`src/rtl/alu_cmd_issuer_if.sv`:
```
// alu_cmd_issuer_if: command and response valid/ready channels of the ALU command issuer.
interface alu_cmd_issuer_if #(
    parameter int WIDTH = 128
);
    logic             cmd_valid;
    logic             cmd_ready;
    logic [3:0]       cmd_opcode;
    logic [WIDTH-1:0] cmd_a;
    logic [WIDTH-1:0] cmd_b;
    logic [4:0]       cmd_shift;
    logic             rsp_valid;
    logic             rsp_ready;
    logic [WIDTH-1:0] rsp_result;
    logic [3:0]       rsp_flags;
    logic             rsp_err;
    modport master (
        output cmd_valid, cmd_opcode, cmd_a, cmd_b, cmd_shift, rsp_ready,
        input  cmd_ready, rsp_valid, rsp_result, rsp_flags, rsp_err
    );
    modport slave (
        input  cmd_valid, cmd_opcode, cmd_a, cmd_b, cmd_shift, rsp_ready,
        output cmd_ready, rsp_valid, rsp_result, rsp_flags, rsp_err
    );
endinterface

```
`src/rtl/alu_cmd_issuer.sv`:
```
// alu_cmd_issuer: queues ALU commands, drives the ALU one at a time and returns captured results in order.
// Define ALU_CMD_ISSUER_DIVZERO_TRAP_EN to answer DIV by zero locally with rsp_err instead of issuing it.
module alu_cmd_issuer #(
    parameter int WIDTH      = 128,
    parameter int FIFO_DEPTH = 4,
    parameter int ALU_LAT    = 1
) (
    input  logic             clk,
    input  logic             rst,
    alu_cmd_issuer_if.slave  bus,
    output logic [3:0]       alu_opcode,
    output logic [WIDTH-1:0] alu_input1,
    output logic [WIDTH-1:0] alu_input2,
    output logic [4:0]       alu_shiftValue,
    input  logic [WIDTH-1:0] alu_result,
    input  logic             alu_carryFlag,
    input  logic             alu_zeroFlag,
    input  logic             alu_overFlowFlag,
    input  logic             alu_signFlag,
    output logic             busy
);
    localparam int AW = $clog2(FIFO_DEPTH);
    localparam int EW = 4 + 2 * WIDTH + 5;
    localparam int LW = $clog2(ALU_LAT + 1);
    typedef enum logic [1:0] {IDLE, WAIT, RESP} state_t;
    state_t           state;
    logic [EW-1:0]    mem [FIFO_DEPTH];
    logic [AW-1:0]    wr_ptr, rd_ptr;
    logic [AW:0]      count;
    logic [LW-1:0]    lat_cnt;
    logic             push, pop, trap;
    logic [3:0]       head_op;
    logic [WIDTH-1:0] head_a, head_b;
    logic [4:0]       head_shift;
    assign {head_op, head_a, head_b, head_shift} = mem[rd_ptr];
    assign bus.cmd_ready = count < (AW+1)'(FIFO_DEPTH);
    assign push = bus.cmd_valid && bus.cmd_ready;
    assign pop = state == IDLE && count != '0;
    assign busy = state != IDLE || count != '0;
`ifdef ALU_CMD_ISSUER_DIVZERO_TRAP_EN
    assign trap = head_op == 4'd6 && head_b == '0;
`else
    assign trap = 1'b0;
`endif
    always_ff @(posedge clk) begin
        if (rst) begin
            wr_ptr <= '0;
            rd_ptr <= '0;
            count  <= '0;
        end else begin
            if (push) begin
                mem[wr_ptr] <= {bus.cmd_opcode, bus.cmd_a, bus.cmd_b, bus.cmd_shift};
                wr_ptr      <= wr_ptr + 1'b1;
            end
            if (pop) rd_ptr <= rd_ptr + 1'b1;
            count <= count + (AW+1)'(push) - (AW+1)'(pop);
        end
    end
    // alu_* only move on a real issue, so the ALU sees the last command between operations
    always_ff @(posedge clk) begin
        if (rst) begin
            state          <= IDLE;
            lat_cnt        <= '0;
            alu_opcode     <= '0;
            alu_input1     <= '0;
            alu_input2     <= '0;
            alu_shiftValue <= '0;
            bus.rsp_valid  <= 1'b0;
            bus.rsp_result <= '0;
            bus.rsp_flags  <= '0;
            bus.rsp_err    <= 1'b0;
        end else begin
            case (state)
                IDLE: if (pop) begin
                    if (trap) begin
                        bus.rsp_result <= '0;
                        bus.rsp_flags  <= 4'b0100;
                        bus.rsp_err    <= 1'b1;
                        bus.rsp_valid  <= 1'b1;
                        state          <= RESP;
                    end else begin
                        alu_opcode     <= head_op;
                        alu_input1     <= head_a;
                        alu_input2     <= head_b;
                        alu_shiftValue <= head_shift;
                        lat_cnt        <= LW'(ALU_LAT);
                        state          <= WAIT;
                    end
                end
                WAIT: begin
                    lat_cnt <= lat_cnt - 1'b1;
                    if (lat_cnt == LW'(1)) begin
                        bus.rsp_result <= alu_result;
                        bus.rsp_flags  <= {alu_carryFlag, alu_zeroFlag, alu_overFlowFlag, alu_signFlag};
                        bus.rsp_err    <= 1'b0;
                        bus.rsp_valid  <= 1'b1;
                        state          <= RESP;
                    end
                end
                RESP: if (bus.rsp_ready) begin
                    bus.rsp_valid <= 1'b0;
                    state         <= IDLE;
                end
                default: state <= IDLE;
            endcase
        end
    end
endmodule

```
`src/flat_wrapper.sv`:
```
// flat-port wrapper written by rule: the top's interface ports become plain ports
module alu_cmd_issuer_flat 
#(
    parameter int WIDTH      = 128,
    parameter int FIFO_DEPTH = 4,
    parameter int ALU_LAT    = 1
)
  (clk, rst, alu_opcode, alu_input1, alu_input2, alu_shiftValue, alu_result, alu_carryFlag, alu_zeroFlag, alu_overFlowFlag, alu_signFlag, busy, bus_cmd_valid, bus_cmd_opcode, bus_cmd_a, bus_cmd_b, bus_cmd_shift, bus_rsp_ready, bus_cmd_ready, bus_rsp_valid, bus_rsp_result, bus_rsp_flags, bus_rsp_err);
  alu_cmd_issuer_if #(.WIDTH(WIDTH)) bus_i ();
  input  logic clk;
  input  logic rst;
  output logic [3:0] alu_opcode;
  output logic [WIDTH-1:0] alu_input1;
  output logic [WIDTH-1:0] alu_input2;
  output logic [4:0] alu_shiftValue;
  input  logic [WIDTH-1:0] alu_result;
  input  logic alu_carryFlag;
  input  logic alu_zeroFlag;
  input  logic alu_overFlowFlag;
  input  logic alu_signFlag;
  output logic busy;
  input wire logic [$bits(bus_i.cmd_valid)-1:0] bus_cmd_valid;
  input wire logic [$bits(bus_i.cmd_opcode)-1:0] bus_cmd_opcode;
  input wire logic [$bits(bus_i.cmd_a)-1:0] bus_cmd_a;
  input wire logic [$bits(bus_i.cmd_b)-1:0] bus_cmd_b;
  input wire logic [$bits(bus_i.cmd_shift)-1:0] bus_cmd_shift;
  input wire logic [$bits(bus_i.rsp_ready)-1:0] bus_rsp_ready;
  output wire logic [$bits(bus_i.cmd_ready)-1:0] bus_cmd_ready;
  output wire logic [$bits(bus_i.rsp_valid)-1:0] bus_rsp_valid;
  output wire logic [$bits(bus_i.rsp_result)-1:0] bus_rsp_result;
  output wire logic [$bits(bus_i.rsp_flags)-1:0] bus_rsp_flags;
  output wire logic [$bits(bus_i.rsp_err)-1:0] bus_rsp_err;
  assign bus_i.cmd_valid = bus_cmd_valid;
  assign bus_i.cmd_opcode = bus_cmd_opcode;
  assign bus_i.cmd_a = bus_cmd_a;
  assign bus_i.cmd_b = bus_cmd_b;
  assign bus_i.cmd_shift = bus_cmd_shift;
  assign bus_i.rsp_ready = bus_rsp_ready;
  assign bus_cmd_ready = bus_i.cmd_ready;
  assign bus_rsp_valid = bus_i.rsp_valid;
  assign bus_rsp_result = bus_i.rsp_result;
  assign bus_rsp_flags = bus_i.rsp_flags;
  assign bus_rsp_err = bus_i.rsp_err;
  alu_cmd_issuer #(.WIDTH(WIDTH), .FIFO_DEPTH(FIFO_DEPTH), .ALU_LAT(ALU_LAT)) u_core (.clk(clk), .rst(rst), .bus(bus_i), .alu_opcode(alu_opcode), .alu_input1(alu_input1), .alu_input2(alu_input2), .alu_shiftValue(alu_shiftValue), .alu_result(alu_result), .alu_carryFlag(alu_carryFlag), .alu_zeroFlag(alu_zeroFlag), .alu_overFlowFlag(alu_overFlowFlag), .alu_signFlag(alu_signFlag), .busy(busy));
endmodule
```
`config.mk`:
```
export PLATFORM = sky130hd
export DESIGN_NAME = alu_cmd_issuer_flat
export DESIGN_NICKNAME = d
export VERILOG_FILES = /design/src/rtl/alu_cmd_issuer_if.sv /design/src/rtl/alu_cmd_issuer.sv /design/src/flat_wrapper.sv
export SDC_FILE = /design/constraint.sdc
export NUM_CORES = 1
export LEC_CHECK = 0
export CORE_UTILIZATION = 53
export DETAILED_ROUTE_END_ITERATION = 10
export PLACE_DENSITY = 0.85
export SLEW_MARGIN = 20
export SYNTH_ARGS = -nofsm -noshare
export SYNTH_HDL_FRONTEND = slang
export SYNTH_SLANG_ARGS = --single-unit
```
`constraint.sdc`:
```
create_clock -name clk -period 9.2 [get_ports clk]
set_input_delay 0.92 -clock clk [delete_from_list [all_inputs] [get_ports clk]]
set_output_delay 0.92 -clock clk [all_outputs]
set_load 0.02 [all_outputs]
```
== Word level (Yosys, flattened, before mapping) ==
Memories as Yosys holds them, arrays and structs flattened. A register that Yosys moved wholly into a read port is not among the register bits.
Cells that the tools add are included.
Storage, ports and cells
  register bits: 143
  bits in writable memories: 1060
  input port bits: 401
  output and inout bits: 401
  word-level logic and storage cells: 45
  memories kept: 1
Memory list
  u_core.mem: depth 4, bits a word 265, rd ports 1, clocked after Yosys merged registers in 1, write ports 1, line alu_cmd_issuer.sv:27  | logic [EW-1:0] mem [FIFO_DEPTH];
Operators by class
  add/sub/neg operators: 5
  $lt $le $gt $ge: 1
  equality and inequality tests: 5
  multiplexer cells: 12
  reduce and logical (&&, ||, !) cells: 13
Operators with widths (number)
  1-bit two-way mux: 6
  2-bit two-way mux: 3
  2-bit one-hot mux with 3 select lines: 1
  2-bit AND reduction: 3
  3-bit AND reduction: 2
  2-bit nonzero test: 3
  2-bit by 1-bit adder with 2-bit output, second input constant: 2
  2-bit by 1-bit != test with 1-bit output, second input constant: 2
  1-bit one-hot mux with 2 select lines: 2
  3-bit by 1-bit adder with 3-bit output: 1
  3-bit less-than comparator, second input constant: 1
  3-bit nonzero test: 1
  3-bit by 1-bit subtractor with 3-bit output: 1
  2-bit by 1-bit == test with 1-bit output, second input constant: 1
  2-bit == test, second input constant: 1
  1-bit logical AND: 2
  2-bit logical NOT: 1
  2-bit != test, second input constant: 1
  1-bit logical OR: 1
  1-bit subtractor, second input constant: 1

== Longest topological paths before layout ==
  word-level depth: 5
  depth in mapped cells: 11
  mapped depth without buffers: 10

== Least setup slack after synthesis ==
No wires, ideal clock.
  kind: input to register
  from: in rst
  to: mem u_core.mem[0][0] in the netlist's numbering, enable pin
  data arrival time: 7320 ps
  required time: 8539 ps
  setup slack: 1219 ps
  stages: 3
  path buffers: 1
  cell sequence: clkbuf_1 > nor2_1 > and2_1
On the way
  cells in the longest elaborated chain, start to end: 2
RTL lines
  from (decl): line flat_wrapper.sv:11  | input logic rst;
  1-bit two-way mux: line alu_cmd_issuer.sv:46  | if (rst) begin
  1-bit two-way mux (implied by the code): line alu_cmd_issuer.sv:52  | mem[wr_ptr] <= {bus.cmd_opcode, bus.cmd_a, bus.cmd_b, bus.cmd_shift};
  to (decl): line alu_cmd_issuer.sv:27
Every way passes these cells.

== Worst setup path in the final report ==
  from: in bus_cmd_valid
  to: mem u_core.mem[1][193] in the netlist's numbering, enable pin
On the way
  cells in the longest elaborated chain, start to end: 4
RTL lines
  from (decl): line flat_wrapper.sv:22  | input wire logic [$bits(bus_i.cmd_valid)-1:0] bus_cmd_valid;
  1-bit logical AND: line alu_cmd_issuer.sv:37  | assign push = bus.cmd_valid && bus.cmd_ready;
  1-bit two-way mux: line alu_cmd_issuer.sv:51  | if (push) begin
  1-bit two-way mux: line alu_cmd_issuer.sv:46
  1-bit two-way mux (implied by the code): line alu_cmd_issuer.sv:52
Every way passes these cells.

==> run summary <==
======================================================================================
Clock Power Share                                                                30.4%
Share of Yosys cell area claimed by the top area cell type                       61.9%
Clock Path Buffers                                                                   3
Library cell with the largest summed area after synthesis                 sky130_fd_sc_hd__edfxtp_1
Data required time of the worst path                                           9570 ps
Total setup buffers inserted after CTS                                               0
RSZ-0062 raised after global routing                                             false
M1 wire length                                                                47600 um
EDFF count, synth                                                                 1060
Synthesis Warnings                                                                   0
Slew HR                                                                          22.0%
Post-synth cell types                                                               34
Area grow syn2layout                                                             26.9%
Via count of the first global-routing pass                                       28800
Asr flop ratio synth                                                                0%
Total grt overflow                                                                   0
Final worst path period share                                                    39.3%
Combinational power share                                                        26.2%
Std-Cell Core Area                                                         95600 sq um
Critical path startpoint category                                            input pin
Worst hold path type                                                      flop to flop
Gate Count Post-Synth                                                             2621
Count of max-cap constraint violations                                               0
Accumulated negative setup slack                                                  0 ps
Classification of the worst setup path                                    input pin to flop
Die span in x                                                                   313 um
Net switching power                                                          0.00595 W
Syn_nets                                                                          3029
Cell area after technology mapping                                         51400 sq um
Hold path startpoint                                                      u_core.bus.rsp_result[72]
Synth area leaders                                                        sky130_fd_sc_hd__edfxtp_1 (62%), sky130_fd_sc_hd__dfxtp_1 (16%), sky130_fd_sc_hd__mux4_2 (12%)
Number of failing hold endpoints at the final stage                                  0
Antenna Violating Nets Remaining                                                     0
Port bufs                                                                          800
Root buffer selected by CTS                                               sky130_fd_sc_hd__clkbuf_16
Worst reg2reg setup slack                                                      5810 ps
Worst Reg2Reg Path Length in Cells                                                   5
Final routed wire length divided by cell count                                 27.6 um
End point of the worst hold path                                          u_core.bus.rsp_result[72]
CP max FO                                                                           51
Top flip-flop cell by instance count after synthesis                      sky130_fd_sc_hd__edfxtp_1
Critical register-to-register path startpoint                             u_core.count[2]
Max layer used                                                                    met5
Static leakage                                                                 21.4 nW
Area of placed instances                                                   60300 sq um
Remaining design rule violation count                                                0
Run status                                                                finished clean
Htree depth                                                                          4
Insertion delay of the later-clocked pin in the worst-skew pair                 760 ps
Pins Over Slew Limit                                                                 0
Cell Pwr Density                                                           305 nW/um^2
Final clock skew                                                               39.6 ps
Synthesized area per cell                                                   19.6 sq um
Slew of the pin with the lowest slew margin                                    1170 ps
Sequential share of power                                                        43.4%
Routed length on met2                                                         67100 um
Register bit count reported by yosys                                              1468
Vias after detailed routing                                                      28400
Weighted congestion reported at the end of routability-driven placement          0.817
Clock tree from TritonCTS                                                         done
Met3 routed wirelength                                                        13300 um
Ratio of routed vias to standard cells                                            5.85
Kind of end point of the critical path                                            flop
CTS-repair resized insts                                                             0
Fraction of final layout cells sized beyond drive strength 1                     14.8%
Pin count of the biggest net entering global routing                               145
Count of standard-cell rows                                                        113
Aggregate routed wire length                                                 134000 um
First-pass detailed-route iteration total                                            6
TritonCTS Buffers                                                                  145
Arrival time worst endpoint                                                    3990 ps
Design internal power                                                         0.0140 W
Fin nets                                                                          3839
Switching power share of the total                                               29.9%
Number of hold buffers added after CTS                                               0
Total global-route track usage                                                   26.9%
Die Ht                                                                          313 um
Highest achievable clock rate                                                0.277 GHz
Final HPWL DP                                                                 79000 um
Area of the die                                                            98300 sq um
Clock Pin Slew Worst Setup and Hold Paths                                        60 ps
Antenna violations before repair                                                    52
Sequential-to-total area share from yosys stat                                   77.8%
Number of DRC markers in iteration 0                                              3064
Endpoint of the most critical register-to-register path                   u_core.mem[1][193]
Maximum ir drop on the vdd rail                                             0.000247 V
Clock net sink count                                                              1468
Post-Layout Inst Area                                                      65300 sq um
Time the worst path needs with I/O delays and setup                            3620 ps
Starting density of the core                                                     53.8%
Endpoints failing setup                                                              0
Cells on Worst Hold Path                                                             2
First-pass GRT wire length                                                   192000 um
I/O pin cnt                                                                        802
======================================================================================
-- registers in the layout (all words and copies together), names as in the netlist --
signal	count
u_core.mem	1060
u_core.alu_input1	128
u_core.alu_input2	128
u_core.bus.rsp_result	128
u_core.alu_shiftValue	5
u_core.alu_opcode	4
u_core.bus.rsp_flags	4
u_core.count	3
u_core.rd_ptr	2
u_core.state	2
u_core.wr_ptr	2
u_core.bus.rsp_valid	1
u_core.lat_cnt	1
-- per-stage QoR --
stage / power [W] / cells / hold slack, ps / util (%) / setup slack, ps
after floorplan: 0.0117 / 2621 / 469 / - / 1220
after global placement: 0.0138 / 4549 / 441 / 63.1 / 4870
after detailed placement: 0.0139 / 4549 / 447 / 63.1 / 4820
after CTS: 0.0200 / 4821 / 454 / 68.2 / 5480
after global routing: 0.0206 / 4848 / 470 / 68.3 / 5380
final: 0.0199 / 4853 / 452 / 68.3 / 5580
-- critical path, cell delays in order --
cell                              delay [ps]
sky130_fd_sc_hd__clkdlybuf4s50_1         500
sky130_fd_sc_hd__nand2b_1                100
sky130_fd_sc_hd__nor2_1                  250
sky130_fd_sc_hd__and2_4                  780
sky130_fd_sc_hd__buf_4                   690
sky130_fd_sc_hd__buf_4                   630
-- cell families (layout without fill, tap and decap cells) --
group	after synthesis	count (layout)	synth area share (%)
and+or+nand+nor	291	291	2.25
DFF	1468	1468	77.8
AOI/OAI and AO/OA	409	409	5.97
xor gates and xnor gates	3	3	0.0511
adders and majority gates	7	7	0.185
buffers and inverters	177	1112	2.15
muxes	265	265	11.6
other	1	33	0.00729
-- power by group through the flow --
stage | clock, W | combinational [W] | sequential, W
after floorplan | 0 | 0.00233 | 0.00936
after global placement | 0 | 0.00507 | 0.00869
after detailed placement | 0 | 0.00517 | 0.00871
after CTS | 0.00615 | 0.00524 | 0.00863
after global routing | 0.00639 | 0.00547 | 0.00871
final | 0.00606 | 0.00521 | 0.00864
-- metal layers --
metal | global-route usage (%) | vias up
li1 | - | 12100
met1 | 32.1 | 14500
met2 | 43.5 | 1465
met3 | 9.07 | 294
met4 | 14.0 | 36
met5 | 0 | -
-- Yosys cell counts (2+ instances only) --
cell	count
sky130_fd_sc_hd__a21oi_1	137
sky130_fd_sc_hd__a22o_1	265
sky130_fd_sc_hd__and2_1	4
sky130_fd_sc_hd__buf_1	6
sky130_fd_sc_hd__buf_2	46
sky130_fd_sc_hd__buf_4	10
sky130_fd_sc_hd__buf_6	46
sky130_fd_sc_hd__clkbuf_1	58
sky130_fd_sc_hd__dfxtp_1	408
sky130_fd_sc_hd__edfxtp_1	1060
sky130_fd_sc_hd__ha_1	6
sky130_fd_sc_hd__inv_1	11
sky130_fd_sc_hd__mux4_2	265
sky130_fd_sc_hd__nand2_1	268
sky130_fd_sc_hd__nand2b_1	2
sky130_fd_sc_hd__nand3b_1	2
sky130_fd_sc_hd__nor2_1	7
sky130_fd_sc_hd__nor2b_1	2
sky130_fd_sc_hd__xnor2_1	3
-- cell type report --
| class | count | area, sq um |
|---|---|---|
| multi-input cells | 976 | 10300 |
| clock inverters | 74 | 957 |
| flip-flops and latches | 1468 | 40000 |
| diodes | 32 | 80.1 |
| repair buffers | 829 | 8330 |
| well taps | 1265 | 1580 |
| clock buffers | 198 | 3950 |
| inverters | 11 | 41.3 |
| fillers | 5799 | 30300 |
-- how the worst max path moves through the flow --
stage	slack, ps	start	to	cells past startpoint
finish	5580	bus_cmd_valid	u_core.mem[1][193]	6
global route	5380	u_core.count[1]	busy	3
global placement	4870	bus_cmd_valid	u_core.mem[1][181]	6
detailed placement	4820	bus_cmd_valid	u_core.mem[1][195]	6
CTS	5480	u_core.count[1]	busy	3
floorplan	1220	rst	u_core.mem[0][0]	3
-- layout by cell type (no fill, tap or decap), types with 3 or more instances in the layout --
| cell | instances |
|---|---|
| sky130_fd_sc_hd__buf_12 | 8 |
| sky130_fd_sc_hd__mux4_2 | 265 |
| sky130_fd_sc_hd__a21oi_1 | 137 |
| sky130_fd_sc_hd__edfxtp_1 | 1060 |
| sky130_fd_sc_hd__buf_4 | 21 |
| sky130_fd_sc_hd__nor2_1 | 7 |
| sky130_fd_sc_hd__clkinv_8 | 6 |
| sky130_fd_sc_hd__and2_4 | 4 |
| sky130_fd_sc_hd__xnor2_1 | 3 |
| sky130_fd_sc_hd__a22o_1 | 265 |
| sky130_fd_sc_hd__inv_1 | 11 |
| sky130_fd_sc_hd__clkbuf_16 | 145 |
| sky130_fd_sc_hd__clkdlybuf4s50_1 | 799 |
| sky130_fd_sc_hd__clkinv_1 | 13 |
| sky130_fd_sc_hd__bufinv_16 | 16 |
| sky130_fd_sc_hd__clkbuf_1 | 41 |
| sky130_fd_sc_hd__clkinvlp_4 | 4 |
| sky130_fd_sc_hd__clkinv_16 | 3 |
| sky130_fd_sc_hd__ha_1 | 6 |
| sky130_fd_sc_hd__dfxtp_1 | 406 |
| sky130_fd_sc_hd__clkinv_2 | 23 |
| sky130_fd_sc_hd__nand2_1 | 268 |
| sky130_fd_sc_hd__diode_2 | 32 |
| sky130_fd_sc_hd__inv_6 | 6 |
| sky130_fd_sc_hd__clkbuf_8 | 12 |
(Power assumes the default switching activity.)
